==> src/rtl/pop_timing_config.sv <==
// POP pulse timing configuration: button-driven shadow edits of the pi/2 and
// free-precession lengths, transferred to the active copies at cycle boundaries.
module pop_timing_config #(
  parameter int unsigned WIDTH         = 16,
  parameter int unsigned PIE_DEFAULT   = 250,
  parameter int unsigned FREE_DEFAULT  = 2500,
  parameter int unsigned STEP          = 5,
  parameter int unsigned MIN_LEN       = 5,
  parameter int unsigned MAX_LEN       = 25000,
  parameter int unsigned REPEAT_DELAY  = 5000,
  parameter int unsigned REPEAT_PERIOD = 1000
) (
  input  logic             clk_2M5,
  input  logic             reset_n,
  input  logic             tick_100us,
  input  logic             load_defaults,
  input  logic             pieovertwo_plus,
  input  logic             pieovertwo_minus,
  input  logic             freeprecess_plus,
  input  logic             freeprecess_minus,
  input  logic             cycle_end,
  input  logic             timer_idle,
  output logic [WIDTH-1:0] pieovertwo_len,
  output logic [WIDTH-1:0] freeprecess_len,
  output logic             cfg_pending,
  output logic             cfg_load,
  output logic [1:0]       at_limit
);

  localparam int unsigned NCH   = 2;
  localparam int unsigned CNT_W = 16;
  localparam int unsigned WW    = WIDTH + 1;
  localparam int unsigned NSYNC = 5;

  localparam logic [WIDTH-1:0] PIE_DEF_W  = WIDTH'(PIE_DEFAULT);
  localparam logic [WIDTH-1:0] FREE_DEF_W = WIDTH'(FREE_DEFAULT);
  localparam logic [WIDTH-1:0] MIN_W      = WIDTH'(MIN_LEN);
  localparam logic [WIDTH-1:0] MAX_W      = WIDTH'(MAX_LEN);
  localparam logic [CNT_W-1:0] DELAY_LAST = CNT_W'(REPEAT_DELAY - 1);
  localparam logic [CNT_W-1:0] PERIOD_LAST = CNT_W'(REPEAT_PERIOD - 1);

  typedef enum logic [1:0] {
    ST_IDLE,
    ST_HOLD,
    ST_REPEAT,
    ST_BLOCKED
  } state_e;

  logic [NSYNC-1:0] sync1_q, sync1_d, sync2_q, sync2_d;

  state_e           state_q [NCH];
  state_e           state_d [NCH];
  logic [CNT_W-1:0] cnt_q   [NCH];
  logic [CNT_W-1:0] cnt_d   [NCH];
  logic [NCH-1:0]   dir_q, dir_d;
  logic [WIDTH-1:0] shadow_q [NCH];
  logic [WIDTH-1:0] shadow_d [NCH];
  logic [WIDTH-1:0] active_q [NCH];
  logic [WIDTH-1:0] active_d [NCH];
  logic             cfg_pending_q, cfg_pending_d;
  logic             cfg_load_q, cfg_load_d;
  logic [NCH-1:0]   at_limit_q, at_limit_d;

  logic             ld_s;
  logic [NCH-1:0]   btn_plus, btn_minus;
  logic [NCH-1:0]   hold_btn, other_btn;
  logic [CNT_W-1:0] hold_lim [NCH];
  logic [NCH-1:0]   step_en, step_up;
  logic             xfer_c;

  // Saturating step, evaluated one bit wider than the length so plus cannot wrap
  function automatic logic [WIDTH-1:0] step_len(input logic [WIDTH-1:0] len,
                                                input logic up);
    logic [WW-1:0] wide;
    wide = WW'(len);
    if (up) begin
      wide = wide + WW'(STEP);
      if (wide > WW'(MAX_LEN)) wide = WW'(MAX_LEN);
    end else if (wide < WW'(MIN_LEN + STEP)) begin
      wide = WW'(MIN_LEN);
    end else begin
      wide = wide - WW'(STEP);
    end
    return WIDTH'(wide);
  endfunction

  // Channel 0 is pi/2, channel 1 is free precession
  assign ld_s      = sync2_q[4];
  assign btn_plus  = {sync2_q[1], sync2_q[3]};
  assign btn_minus = {sync2_q[0], sync2_q[2]};

  always_comb begin
    sync1_d    = {load_defaults, pieovertwo_plus, pieovertwo_minus,
                  freeprecess_plus, freeprecess_minus};
    sync2_d    = sync1_q;
    state_d    = state_q;
    cnt_d      = cnt_q;
    dir_d      = dir_q;
    shadow_d   = shadow_q;
    step_en    = '0;
    step_up    = '0;
    hold_btn   = '0;
    other_btn  = '0;

    for (int unsigned ch = 0; ch < NCH; ch++) begin
      hold_btn[ch]  = dir_q[ch] ? btn_plus[ch]  : btn_minus[ch];
      other_btn[ch] = dir_q[ch] ? btn_minus[ch] : btn_plus[ch];
      hold_lim[ch]  = (state_q[ch] == ST_HOLD) ? DELAY_LAST : PERIOD_LAST;

      if (ld_s) begin
        state_d[ch] = ST_BLOCKED;
        cnt_d[ch]   = '0;
      end else if (tick_100us) begin
        case (state_q[ch])
          ST_IDLE: begin
            if (btn_plus[ch] && btn_minus[ch]) begin
              state_d[ch] = ST_BLOCKED;
            end else if (btn_plus[ch] || btn_minus[ch]) begin
              step_en[ch] = 1'b1;
              step_up[ch] = btn_plus[ch];
              dir_d[ch]   = btn_plus[ch];
              cnt_d[ch]   = '0;
              state_d[ch] = ST_HOLD;
            end
          end
          ST_HOLD, ST_REPEAT: begin
            if (!hold_btn[ch]) begin
              state_d[ch] = ST_IDLE;
            end else if (other_btn[ch]) begin
              state_d[ch] = ST_BLOCKED;
            end else if (cnt_q[ch] == hold_lim[ch]) begin
              step_en[ch] = 1'b1;
              step_up[ch] = dir_q[ch];
              cnt_d[ch]   = '0;
              state_d[ch] = ST_REPEAT;
            end else begin
              cnt_d[ch] = cnt_q[ch] + CNT_W'(1);
            end
          end
          default: begin
            if (!btn_plus[ch] && !btn_minus[ch]) state_d[ch] = ST_IDLE;
          end
        endcase
      end

      if (ld_s) begin
        shadow_d[ch] = (ch == 0) ? PIE_DEF_W : FREE_DEF_W;
      end else if (step_en[ch]) begin
        shadow_d[ch] = step_len(shadow_q[ch], step_up[ch]);
      end
    end

    // Active copies take the pre-edge shadow, so a coincident step stays pending
    xfer_c   = cfg_pending_q && (cycle_end || timer_idle);
    active_d = active_q;
    if (xfer_c) active_d = shadow_q;

    cfg_pending_d = (shadow_d[0] != active_d[0]) || (shadow_d[1] != active_d[1]);
    cfg_load_d    = xfer_c;
    at_limit_d    = '0;
    for (int unsigned ch = 0; ch < NCH; ch++) begin
      at_limit_d[ch] = (shadow_d[ch] == MIN_W) || (shadow_d[ch] == MAX_W);
    end
  end

  always_ff @(posedge clk_2M5 or negedge reset_n) begin
    if (!reset_n) begin
      sync1_q       <= '0;
      sync2_q       <= '0;
      dir_q         <= '0;
      cfg_pending_q <= 1'b0;
      cfg_load_q    <= 1'b0;
      at_limit_q    <= '0;
      for (int unsigned ch = 0; ch < NCH; ch++) begin
        state_q[ch]  <= ST_IDLE;
        cnt_q[ch]    <= '0;
        shadow_q[ch] <= (ch == 0) ? PIE_DEF_W : FREE_DEF_W;
        active_q[ch] <= (ch == 0) ? PIE_DEF_W : FREE_DEF_W;
      end
    end else begin
      sync1_q       <= sync1_d;
      sync2_q       <= sync2_d;
      dir_q         <= dir_d;
      cfg_pending_q <= cfg_pending_d;
      cfg_load_q    <= cfg_load_d;
      at_limit_q    <= at_limit_d;
      for (int unsigned ch = 0; ch < NCH; ch++) begin
        state_q[ch]  <= state_d[ch];
        cnt_q[ch]    <= cnt_d[ch];
        shadow_q[ch] <= shadow_d[ch];
        active_q[ch] <= active_d[ch];
      end
    end
  end

  assign pieovertwo_len  = active_q[0];
  assign freeprecess_len = active_q[1];
  assign cfg_pending     = cfg_pending_q;
  assign cfg_load        = cfg_load_q;
  assign at_limit        = at_limit_q;

endmodule

==> config.mk <==
export PLATFORM = sky130hd
export DESIGN_NAME = pop_timing_config
export DESIGN_NICKNAME = d
export VERILOG_FILES = /design/src/rtl/pop_timing_config.sv
export SDC_FILE = /design/constraint.sdc
export NUM_CORES = 1
export LEC_CHECK = 0
export ABC_CLOCK_PERIOD_IN_PS = 3400
export CAP_MARGIN = 20
export CORE_MARGIN = 5
export CORE_UTILIZATION = 45
export CTS_BUF_LIST = sky130_fd_sc_hd__clkbuf_4 sky130_fd_sc_hd__clkbuf_8 sky130_fd_sc_hd__clkbuf_16
export CTS_CLUSTER_SIZE = 10
export DETAILED_ROUTE_END_ITERATION = 12
export DONT_BUFFER_PORTS = 1
export GPL_TIMING_DRIVEN = 0
export PLACE_DENSITY = 0.68
export SETUP_SLACK_MARGIN = 0.05
export SLEW_MARGIN = 20
export SYNTH_ARGS = -nofsm -noshare
export SYNTH_HDL_FRONTEND = slang
export SYNTH_SLANG_ARGS = --single-unit
==> constraint.sdc <==
create_clock -name clk_2M5 -period 3.4 [get_ports clk_2M5]
set_input_delay 0.68 -clock clk_2M5 [delete_from_list [all_inputs] [get_ports clk_2M5]]
set_output_delay 0.68 -clock clk_2M5 [all_outputs]
set_load 0.02 [all_outputs]
# Word-level counts from Yosys, hierarchy flattened
# Index checks and enable logic that the tools add are counted.
# op_classes
add_sub_neg	6
magnitude_cmp	4
eq_ne	24
muxes	83
n_bitwise	3
n_reduce_logical	30
# ops
operator	count
16-bit two-way mux	24
16-bit one-hot mux with 2 select lines	2
16-bit by 3-bit adder with 17-bit output (second input constant)	2
17-bit by 15-bit > comparator with 1-bit output (second input constant)	2
16-bit by 1-bit adder with 16-bit output (second input constant)	2
16-bit by 13-bit == test with 1-bit output	2
16-bit by 15-bit == test with 1-bit output (second input constant)	2
16-bit by 3-bit == test with 1-bit output (second input constant)	2
16-bit by 4-bit < comparator with 1-bit output (second input constant)	2
1-bit two-way mux	32
2-bit two-way mux	16
32-bit two-way mux	1
16-bit != test	2
16-bit by 3-bit subtractor with 16-bit output (second input constant)	2
13-bit two-way mux	2
3-bit != test (second input constant)	8
6-bit AND reduction	2
5-bit != test (second input constant)	2
5-bit AND reduction	2
4-bit != test (second input constant)	2
1-bit one-hot mux with 2 select lines	4
2-bit one-hot mux with 2 select lines	2
4-bit AND reduction	2
4-bit nonzero test	2
10 further kinds	29
# totals
ff_bits	116
inputBits	10
output_inout_bits	36
word_cells	165

# Longest topological paths before layout
# Gate-level depths: netlist of run 1.
# logic_depth
word_depth	14
mapped_depth	15
depth_no_buf	12

# Worst setup path before layout of run 1
# OpenSTA, ideal clock, no wires.
# synth_timing
kind	flip-flop to flip-flop
start	register shadow_q[6] (netlist name)
end	register cfg_pending_q (netlist: cfg_pending)
setup_time_ns	0.135
arrival_ns	3.552
t_required_ns	3.265
path_slack_ns	-0.287
stages_incl_launch_ff	14
path_buffers	3
period_less_slack_ns	3.687
path_cell_list	dfstp_2 > buf_4 > nand4_1 > buf_2 > or4_4 > o211a_1 > or4_4 > o221a_4 > buf_6 > o31a_1 > a2111oi_2 > nand4b_1 > nor4b_2 > nand3_1
# synth_rtl
element	line	source
from (decl)	56	logic [WIDTH-1:0] shadow_q [NCH];
from (signal, indexed assignment)	177	shadow_q[ch] <= (ch == 0) ? PIE_DEF_W : FREE_DEF_W;
from (signal, indexed assignment)	190	shadow_q[ch] <= shadow_d[ch];
to (signal assigned)	184	cfg_pending_q <= cfg_pending_d;
to (decl)	60	logic cfg_pending_q, cfg_pending_d;

==> results of run 1 <==
[per-stage QoR]
| stage | power, uW | TNS [ns] | hold slack [ns] | utilization |
|---|---|---|---|---|
| after floorplan | 1970 | -0.240 | 0.331 | - |
| after global routing | 4170 | -1.42 | 0.0867 | 0.559 |
| final | 4020 | -1.05 | 0.105 | 0.559 |
| after CTS | 4000 | -1.34 | 0.0958 | 0.528 |
| after global placement | 2140 | -5.88 | 0.335 | 0.476 |
| after detailed placement | 2150 | -5.88 | 0.338 | 0.476 |
[flip-flops by register name, summed over array words and instances (netlist names)]
signal and count:
pieovertwo_len 16, cfg_load 1, at_limit 2, cnt_q 32, dir_q 2, state_q 4
sync2_q 5, shadow_q 32, freeprecess_len 16, sync1_q 5, cfg_pending 1
[logic make-up after synthesis]
| group | count (synthesis) |
|---|---|
| AOI/OAI and AO/OA | 334 |
| xor gates and xnor gates | 33 |
| adders and majority gates | 20 |
| buffers and inverters | 127 |
| DFF | 116 |
| muxes | 22 |
| and+or+nand+nor | 473 |
[repair_timing]
item                                    CTS  global route
pin swaps                                 9            31
buffers inserted                         15            28
hold endpoints to repair                 94             0
endpoints found under the setup margin   25            17
hold buffers                              1             0
resized for setup                        72           123
[final timing paths]
check,startpoint,end,cells after the start
hold / removal,reset_n,shadow_q[2],0
setup reg to reg,cnt_q[4],at_limit[1],9
min in group clk_2M5,freeprecess_plus,sync1_q[1],0
hold reg to reg,sync1_q[0],sync2_q[0],0
max in group asynchronous,reset_n,shadow_q[18],1
setup / recovery,cnt_q[4],at_limit[1],9
[layout make-up]
type	count	area share
Clock buffer	19	0.0410
Multi-Input combinational cell	882	0.565
Clock inverter	13	0.0123
Tap cell	265	0.0305
Inverter	48	0.0166
Buffer	68	0.0334
Sequential cell	116	0.269
Timing Repair Buffer	44	0.0322
[worst max-delay path, delay by kind of cell (launching register included)]
family           cells  cell delay [ns]
AND/OR/NAND/NOR      6             2.73
AO/OA/AOI/OAI        3             0.64
flip-flops           1             0.41
[cell usage in the layout (no fill, tap or decap), drive strengths merged, types with 9 or more instances in the layout]
cell       n
xnor2     19
nor2      96
dfstp     22
o211ai    22
o21a      10
inv       49
and2      10
a211oi    11
a31oi     14
nand2    131
nor4      25
o31ai     19
nand4     24
dfrtp     94
nand3     40
or2       11
or4       16
o21ai    100
a21oi     45
nor3      31
ha        20
xor2      14
mux2i     17
and3      24
clkbuf    73
nand2b     9
buf       58
or3       13
o2111ai   11
[per-layer routing]
layer  up-vias  share of wire
met1      4645           0.41
met5         -              0
li1       4326              -
met4         0          0.038
met3       122           0.12
met2       635           0.43
[where the power goes]
| group | internal (uW) | switching (uW) |
|---|---|---|
| sequential | 1490 | 133 |
| clock | 1100 | 713 |
| combinational | 189 | 393 |
| total | 2780 | 1240 |
==> impl_results.md, run 1 <==
- ANT cells: 0
- RSZ-0062 raised after global routing: true
- Register area share after synthesis: 0.329
- Skew-Pair Late Insertion Delay: roughly 0.43 ns
- CP Data Arrival Time: 4.18 ns
- Least-Margin Pin Slew: 0.894 ns
- Die ar.: between 20000 and 25000 um2
- Root cell of the clock tree: clkbuf_16
- Area contributors post-synth: dfrtp_1 26%, dfstp_2 6.5%, nand2_1 5.5%
- Max cap viols: 0
- Initial antenna violation count: 0
- IO Pins: 46
- Final instance area: roughly 11000 um2
- Pleak: between 0.004 and 0.005 uW
- TritonCTS clock tree: yes
- Main combinational cell family by area after synthesis: simple AND/OR/NAND/NOR gates
- Rows: 51
- Met3 GRT Util: 0.0927
- Async set-or-reset flop fraction in the synthesized netlist: 1.00
- Yosys cell types: 83
- Initial core utilization: 0.458
- Vias in the first global route: 8918
- Final Critical Period: 3.85 ns
- Worst path slowest cell: or4_4
- CP startpoint kind: register
- DRC: 1
- Fraction of layout cells with a size suffix above 1: 0.214
- Top-area cell type share of the netlist area: 0.264
- Multi-input logic area: roughly 6100 um2
- Cells along the critical path: or4_4 > or3_4 > or3_1 > nand2_2 > a21oi_1 > a211o_1 > or4_1 > or4_4 > a211oi_2
- Pins Over Slew Limit: 0
- Mapped Cells: 1125
- Area added between synthesis and finish: 22.1%
- Crit share post-route: 1.13
- Maximum level of the CTS H-tree: 4
- Initial DRC count: 1273
- DR vias: 9728
- Final wirelength: 33200 um
- Total gr overflow: 0
- Reg-to-reg slack, setup: -0.45 ns
- Clock Tree Buf Depth: 2
- Placed cells: 1390
- Avg Inst Size Synth: between 7 and 8 um2
- Nets@finish: 1207
- GRT Max-Usage Layer: met2
- Post-DR vias/cell: 6.69
- GRT Overall Usage: 0.289
- Worst setup margin: -0.453 ns
- Simple-gate share of the synthesized area: 0.274
- FF+latch area: 2930 um2
- Most used cell, CP: or4_4
- Post-route antenna net violation count: 0
- Worst ir drop on vdd: 396 uV
- Compound-Gate Fraction of Synth Area: 0.256
- Slew Limit Headroom: 0.399
- Proportion of synthesized area in mux cells: 0.0254
- Inserted Clock Buffers: 17
- Placer congestion estimate: between 1 and 1.5
- Largest area contributor in the netlist: dfrtp_1
- M1 GR Usage: 0.396
- Synth cell count leaders: 130 x nand2_1, 96 x o21ai_0, 95 x nor2_1
- Die X-Extent: 151 um
- Routing usage on met2: 0.432
- Worst-path clk slew: 0.07 ns
- Pre-CTS setup slack: -1.13 ns
- Final setup skew: between 0.015 and 0.02 ns
- Xor and xnor area share after synthesis: 0.0324
- Predominant post-synthesis flop cell: dfrtp_1
- Status: finished, violations left
- First-pass GRT wire length: ~51000 um
- Synthesis-stage register bit count: around 120
- Total core area: ~20000 um2
- Area of placed instances: 9260 um2
- Post-Synth Adder-Cell Area: 0.0281
- Most common cell in the netlist: nand2_1
- Violated checks: DRC, setup timing
- Clk sink count: 116
- 1st-pass router iterations: 10
- PwrDens: ~370 nW/um2
- Post-DR wirelength/cell: 22.8 um
- CP max FO: 6
- Worst Path Required: 3.73 ns
- Crit path capture type: register
- Die Y: 151 um
- Largest net degree at the start of global routing: between 90 and 100
- Fmax achieved: 0.260 GHz
- Ys Warns: 0
- Layout Cells excl Fill: between 1000 and 1500
- Syn Nets: 1155
- Critical path class: reg2reg
- Hold Path Class: in2async
- Number of setup violations in the final report: 3
- Syn Std Cell Area: 8910 um2
- Dpl hpwl: 23000 um
- Number of synthesized flops with an enable pin: 0
- Largest stage delay on the critical path: 0.59 ns
- Buffers on Ports: 0
- Final Hold Vio Count: 0
- Fillers: 1778
Note: power is estimated with default switching activity, not from simulation.
==> inputs of run 2 (changes only) <==
--- a/config.mk
+++ b/config.mk
@@ -15,6 +15,7 @@
 export DONT_BUFFER_PORTS = 1
 export GPL_TIMING_DRIVEN = 0
 export PLACE_DENSITY = 0.68
+export RECOVER_POWER = 50
 export SETUP_SLACK_MARGIN = 0.05
 export SLEW_MARGIN = 20
 export SYNTH_ARGS = -nofsm -noshare
==> impl_results.md, run 2 (synthesized netlist as in run 1, its figures left out) <==
- Placer congestion estimate: 1.01
- Violated checks: capacitance limit, slew limit, setup timing
- 1st-pass router iterations: 6
- Initial core utilization: 0.458
- TritonCTS clock tree: yes
- Root cell of the clock tree: clkbuf_16
- Initial antenna violation count: 0
- Vias in the first global route: between 8000 and 9000
- Inserted Clock Buffers: 17
- Skew-Pair Late Insertion Delay: 0.43 ns
- Max cap viols: 1
- Area added between synthesis and finish: 21.9%
- First-pass GRT wire length: 51000 um
- Crit share post-route: 1.13
- Buffers on Ports: 0
- DRC: 0
- Hold Path Class: in2async
- Clk sink count: 116
- Post-route antenna net violation count: 0
- Post-DR vias/cell: about 6.6
- Pins Over Slew Limit: 95
- Maximum level of the CTS H-tree: 4
- Setup TNS Final: -1.02 ns
- Final setup skew: 0.0148 ns
- Worst ir drop on vdd: just under 400 uV
- CP max FO: 4
- Reg-to-reg slack, setup: -0.43 ns
- Total gr overflow: 0
- Pre-CTS setup slack: -1.13 ns
- Total core area: 19500 um2
- Initial DRC count: 1198
- Worst-path clk slew: 0.07 ns
- CP Data Arrival Time: around 4.2 ns
- Fmax achieved: 0.261 GHz
- Final Critical Period: 3.83 ns
- Die X-Extent: about 150 um
- Die ar.: 22700 um2
- Worst Path Required: about 3.7 ns
- GRT Overall Usage: 0.289
- IO Pins: 46
- Crit path capture type: register
- Worst hold margin: 0.104 ns
- Number of setup violations in the final report: 3
- Final Hold Vio Count: 0
- CP startpoint kind: register
- Die Y: 151 um
- Least-Margin Pin Slew: roughly 2.5 ns
- Slew Limit Headroom: -0.692
- Fraction of layout cells with a size suffix above 1: 0.214
- Post-DR wirelength/cell: 22.8 um
- Pleak: 0.00438 uW
- Largest regs: cnt_q x32, shadow_q x32
- Most frequent cells in the layout: 127 x nand2_1, 93 x dfrtp_1, 92 x nor2_1, 91 x o21ai_0
- Critical path class: reg2reg
- Dpl hpwl: 23000 um
- Clock Tree Buf Depth: 2
- Nets@finish: 1207
- Commonest non-fill, non-tap cell in the layout: nand2_1
- PwrDens: 370 nW/um2
- Final wirelength: between 30000 and 40000 um
- DR vias: 9645
- ANT cells: 0
- Worst setup margin: -0.433 ns
- Largest net degree at the start of global routing: 95
- Rows: just over 50
- RSZ-0062 raised after global routing: true
- Status: finished, violations left
## run 2: cell count changes in the layout (fill, tap and decap cells not counted), sizes merged
cell    previous run  this run
clkbuf            73        74
buf               58        57
## run 2: what timing repair did
| item | 4_1_cts | 5_1_grt |
|---|---|---|
| pin swaps | 9 | 31 |
| setup endpoints to repair | 25 | 17 |
| buffers inserted | 15 | 28 |
| hold buffers | 1 | 0 |
| endpoints found under the hold margin | 94 | 0 |
| gates resized for setup | 72 | 123 |
## run 2: worst paths after layout
path	start	end	cells after the start
setup / recovery	shadow_q[6]	at_limit[1]	14
hold / removal	reset_n	shadow_q[2]	0
setup reg to reg	shadow_q[6]	at_limit[1]	14
hold reg to reg	sync1_q[0]	sync2_q[0]	0
max in group asynchronous	reset_n	shadow_q[18]	1
min in group clk_2M5	freeprecess_plus	sync1_q[1]	0
## run 2: critical path: stages (launching register included)
cell and delay [ns]:
dfstp_2 0.53, buf_8 0.11, nand4_1 0.15, buf_6 0.18, or4_4 0.47, o211a_1 0.14
or4_4 0.49, o221a_4 0.31, buf_6 0.13, o31a_1 0.29, buf_4 0.18, buf_4 0.13
nor4_2 0.24, nand4b_1 0.15, a211oi_2 0.23
## run 2: report_power, final
| part | switching [uW] | total, uW | internal (uW) |
|---|---|---|---|
| sequential | 134 | 1620 | 1490 |
| clock | 716 | 1820 | 1100 |
| combinational | 395 | 581 | 186 |
| total | 1240 | 4020 | 2780 |
## run 2: area by class of cell
type	instances	area, um2
Tap cell	265	332
Sequential cell	116	2930
Buffer	68	364
Timing Repair Buffer	44	328
Clock inverter	13	134
Inverter	48	180
Multi-Input combinational cell	882	6150
Fill cell	1779	8600
Clock buffer	19	447
## run 2: metrics by stage
stage               utilization  total power [uW]  area [um2]  instances
global route              0.558              4170       10900       1455
detailed placement        0.476              2150        9260       1390
floorplan                     -              1970        8930       1125
CTS                       0.528              4000       10300       1431
finish                    0.558              4020       10900       1455
global placement          0.476              2140        9260       1390
## run 2: metal layers
metal,GRT usage,part of all wire
met5,0,0
met1,0.396,0.41
met4,0.0984,0.039
met3,0.0927,0.12
met2,0.432,0.43
==> inputs of run 3 (changes only) <==
--- a/config.mk
+++ b/config.mk
@@ -14,7 +14,7 @@
 export DETAILED_ROUTE_END_ITERATION = 12
 export DONT_BUFFER_PORTS = 1
 export GPL_TIMING_DRIVEN = 0
-export PLACE_DENSITY = 0.68
+export PLACE_DENSITY_LB_ADDON = 0.12
 export RECOVER_POWER = 50
 export SETUP_SLACK_MARGIN = 0.05
 export SLEW_MARGIN = 20
==> impl_results.md, run 3 (synthesized netlist as in run 1, its figures left out) <==
- Status: finished, violations left
- Pre-CTS setup slack: -1.16 ns
- Commonest non-fill, non-tap cell in the layout: nand2_1
- Die Y: between 150 and 200 um
- Max cap viols: 1
- PwrDens: 357 nW/um2
- Crit share post-route: 1.15
- Die X-Extent: between 150 and 200 um
- IO Pins: 46
- Worst Path Required: 3.73 ns
- Worst setup margin: -0.507 ns
- Root cell of the clock tree: clkbuf_16
- Pins Over Slew Limit: 95
- Sw frac: 0.326
- Vias in the first global route: 8980
- Worst-path clk slew: 0.07 ns
- Total gr overflow: 0
- CP Data Arrival Time: 4.24 ns
- TritonCTS clock tree: yes
- Maximum level of the CTS H-tree: 4
- Initial antenna violation count: 0
- Die ar.: 22700 um2
- Layout Cells excl Fill: 1471
- 1st-pass router iterations: 9
- DRC: 0
- Clock Tree Buf Depth: 2
- Cells on worst reg2reg path: 14
- Switch Pwr: ~1300 uW
- Final Hold Vio Count: 0
- Worst ir drop on vdd: 330 uV
- Post-route antenna net violation count: 0
- Dpl hpwl: 23600 um
- Sequential share of power: 0.406
- Area added between synthesis and finish: 25.5%
- Most frequent cells in the layout: 125 x nand2_1, 92 x nor2_1, 89 x dfrtp_1, 88 x o21ai_0, 57 x buf_4
- Slew Limit Headroom: -0.698
- Critical path class: reg2reg
- Pleak: 0.00450 uW
- Largest regs: cnt_q x32, shadow_q x32
- Rows: 51
- Fraction of layout cells with a size suffix above 1: 0.237
- Post-DR vias/cell: 6.56
- Reg-to-reg slack, setup: -0.51 ns
- Initial core utilization: 0.458
- Inserted Clock Buffers: 17
- Clock power share: 0.445
- Nets@finish: 1223
- Final Critical Period: between 3 and 4 ns
- Post-DR wirelength/cell: between 20 and 25 um
- DR vias: between 9000 and 10000
- CP startpoint kind: register
- Violated checks: capacitance limit, slew limit, setup timing
- Least-Margin Pin Slew: 2.55 ns
- Placed cells: 1390
- Buffers on Ports: 0
- Final wirelength: 34600 um
- Combinational share of power: 0.149
- Fmax achieved: 0.256 GHz
- ANT cells: 0
- Skew-Pair Late Insertion Delay: ~0.43 ns
- RSZ-0062 raised after global routing: true
- Initial DRC count: 1169
- Setup TNS Final: -0.984 ns
- Internal: 2690 uW
- Total core area: 19500 um2
- Clk sink count: 116
- Hold Path Class: in2async
- CP max FO: 6
- First-pass GRT wire length: 52200 um
- Placer congestion estimate: about 0.97
- FF-to-FF Start: shadow_q[6]
- GRT Overall Usage: 0.297
- Largest net degree at the start of global routing: 95
- Tot Pwr: 3990 uW
- Final setup skew: 0.0128 ns
- Crit path capture type: register
- Number of setup violations in the final report: 3
- Crit Reg-Reg Endpoint: at_limit[1]
run 3: cell count changes in the layout (fill, tap and decap cells not counted), moves of 5 or more:
cell and change:
buf_6 +10, buf_4 +10, clkbuf_2 -5, nor4_2 -6
run 3: power by group through the flow:
stage | Clock [uW] | Sequential, uW | Combinational [uW]
finish | 1780 | 1620 | 595
global route | 1840 | 1630 | 646
CTS | 1790 | 1620 | 560
detailed placement | 0 | 1640 | 508
global placement | 0 | 1640 | 507
floorplan | 0 | 1620 | 354
run 3: worst max-delay path by stage:
| stage | start | cells after the start | slack [ns] | endpoint |
|---|---|---|---|---|
| after floorplan | shadow_q[6] | 13 | -0.17 | cfg_pending |
| after global placement | tick_100us | 9 | -1.22 | at_limit[1] |
| after detailed placement | tick_100us | 9 | -1.16 | at_limit[1] |
| after CTS | cnt_q[3] | 9 | -0.53 | at_limit[1] |
| after global routing | shadow_q[6] | 13 | -0.66 | cfg_pending |
| final | shadow_q[6] | 14 | -0.51 | at_limit[1] |
run 3: area by class of cell:
class / instances / area (um2)
Clock buffer: 17 / 425
Multi-Input combinational cell: 882 / 6270
Sequential cell: 116 / 2940
Fill cell: 1780 / 8270
Buffer: 67 / 399
Timing Repair Buffer: 61 / 510
Inverter: 48 / 186
Clock inverter: 15 / 133
Tap cell: 265 / 332
run 3: repair_timing:
item,4_1_cts,5_1_grt
gates resized for setup,107,143
pin swaps,12,39
hold buffers,1,0
endpoints found under the setup margin,21,9
hold endpoints to repair,94,0
cloned,0,0
setup buffers,22,38
run 3: worst max-delay path: stages, from the launching register on:
cell and delay (ns):
dfstp_2 0.54, buf_8 0.11, nand4_1 0.14, buf_6 0.19
or4_4 0.48, o211a_1 0.14, or4_4 0.53, o221a_4 0.31
buf_6 0.13, o31a_1 0.33, buf_4 0.17, buf_6 0.12
nor4_4 0.19, nand4b_1 0.14, a211oi_2 0.29
run 3: routing by layer:
layer	global-route usage	wire (um)	up-vias
met1	0.397	14100	4615
met4	0.144	1930	0
met3	0.0632	3060	140
met5	0	0	-
li1	-	-	4344
met2	0.458	15500	557
run 3: per-stage QoR:
| step | utilization | area (um2) | hold WS [ns] |
|---|---|---|---|
| after floorplan | - | 8930 | 0.331 |
| after global placement | 0.476 | 9260 | 0.332 |
| after detailed placement | 0.476 | 9260 | 0.336 |
| after CTS | 0.535 | 10400 | 0.0993 |
| after global routing | 0.575 | 11200 | 0.0939 |
| final | 0.575 | 11200 | 0.113 |
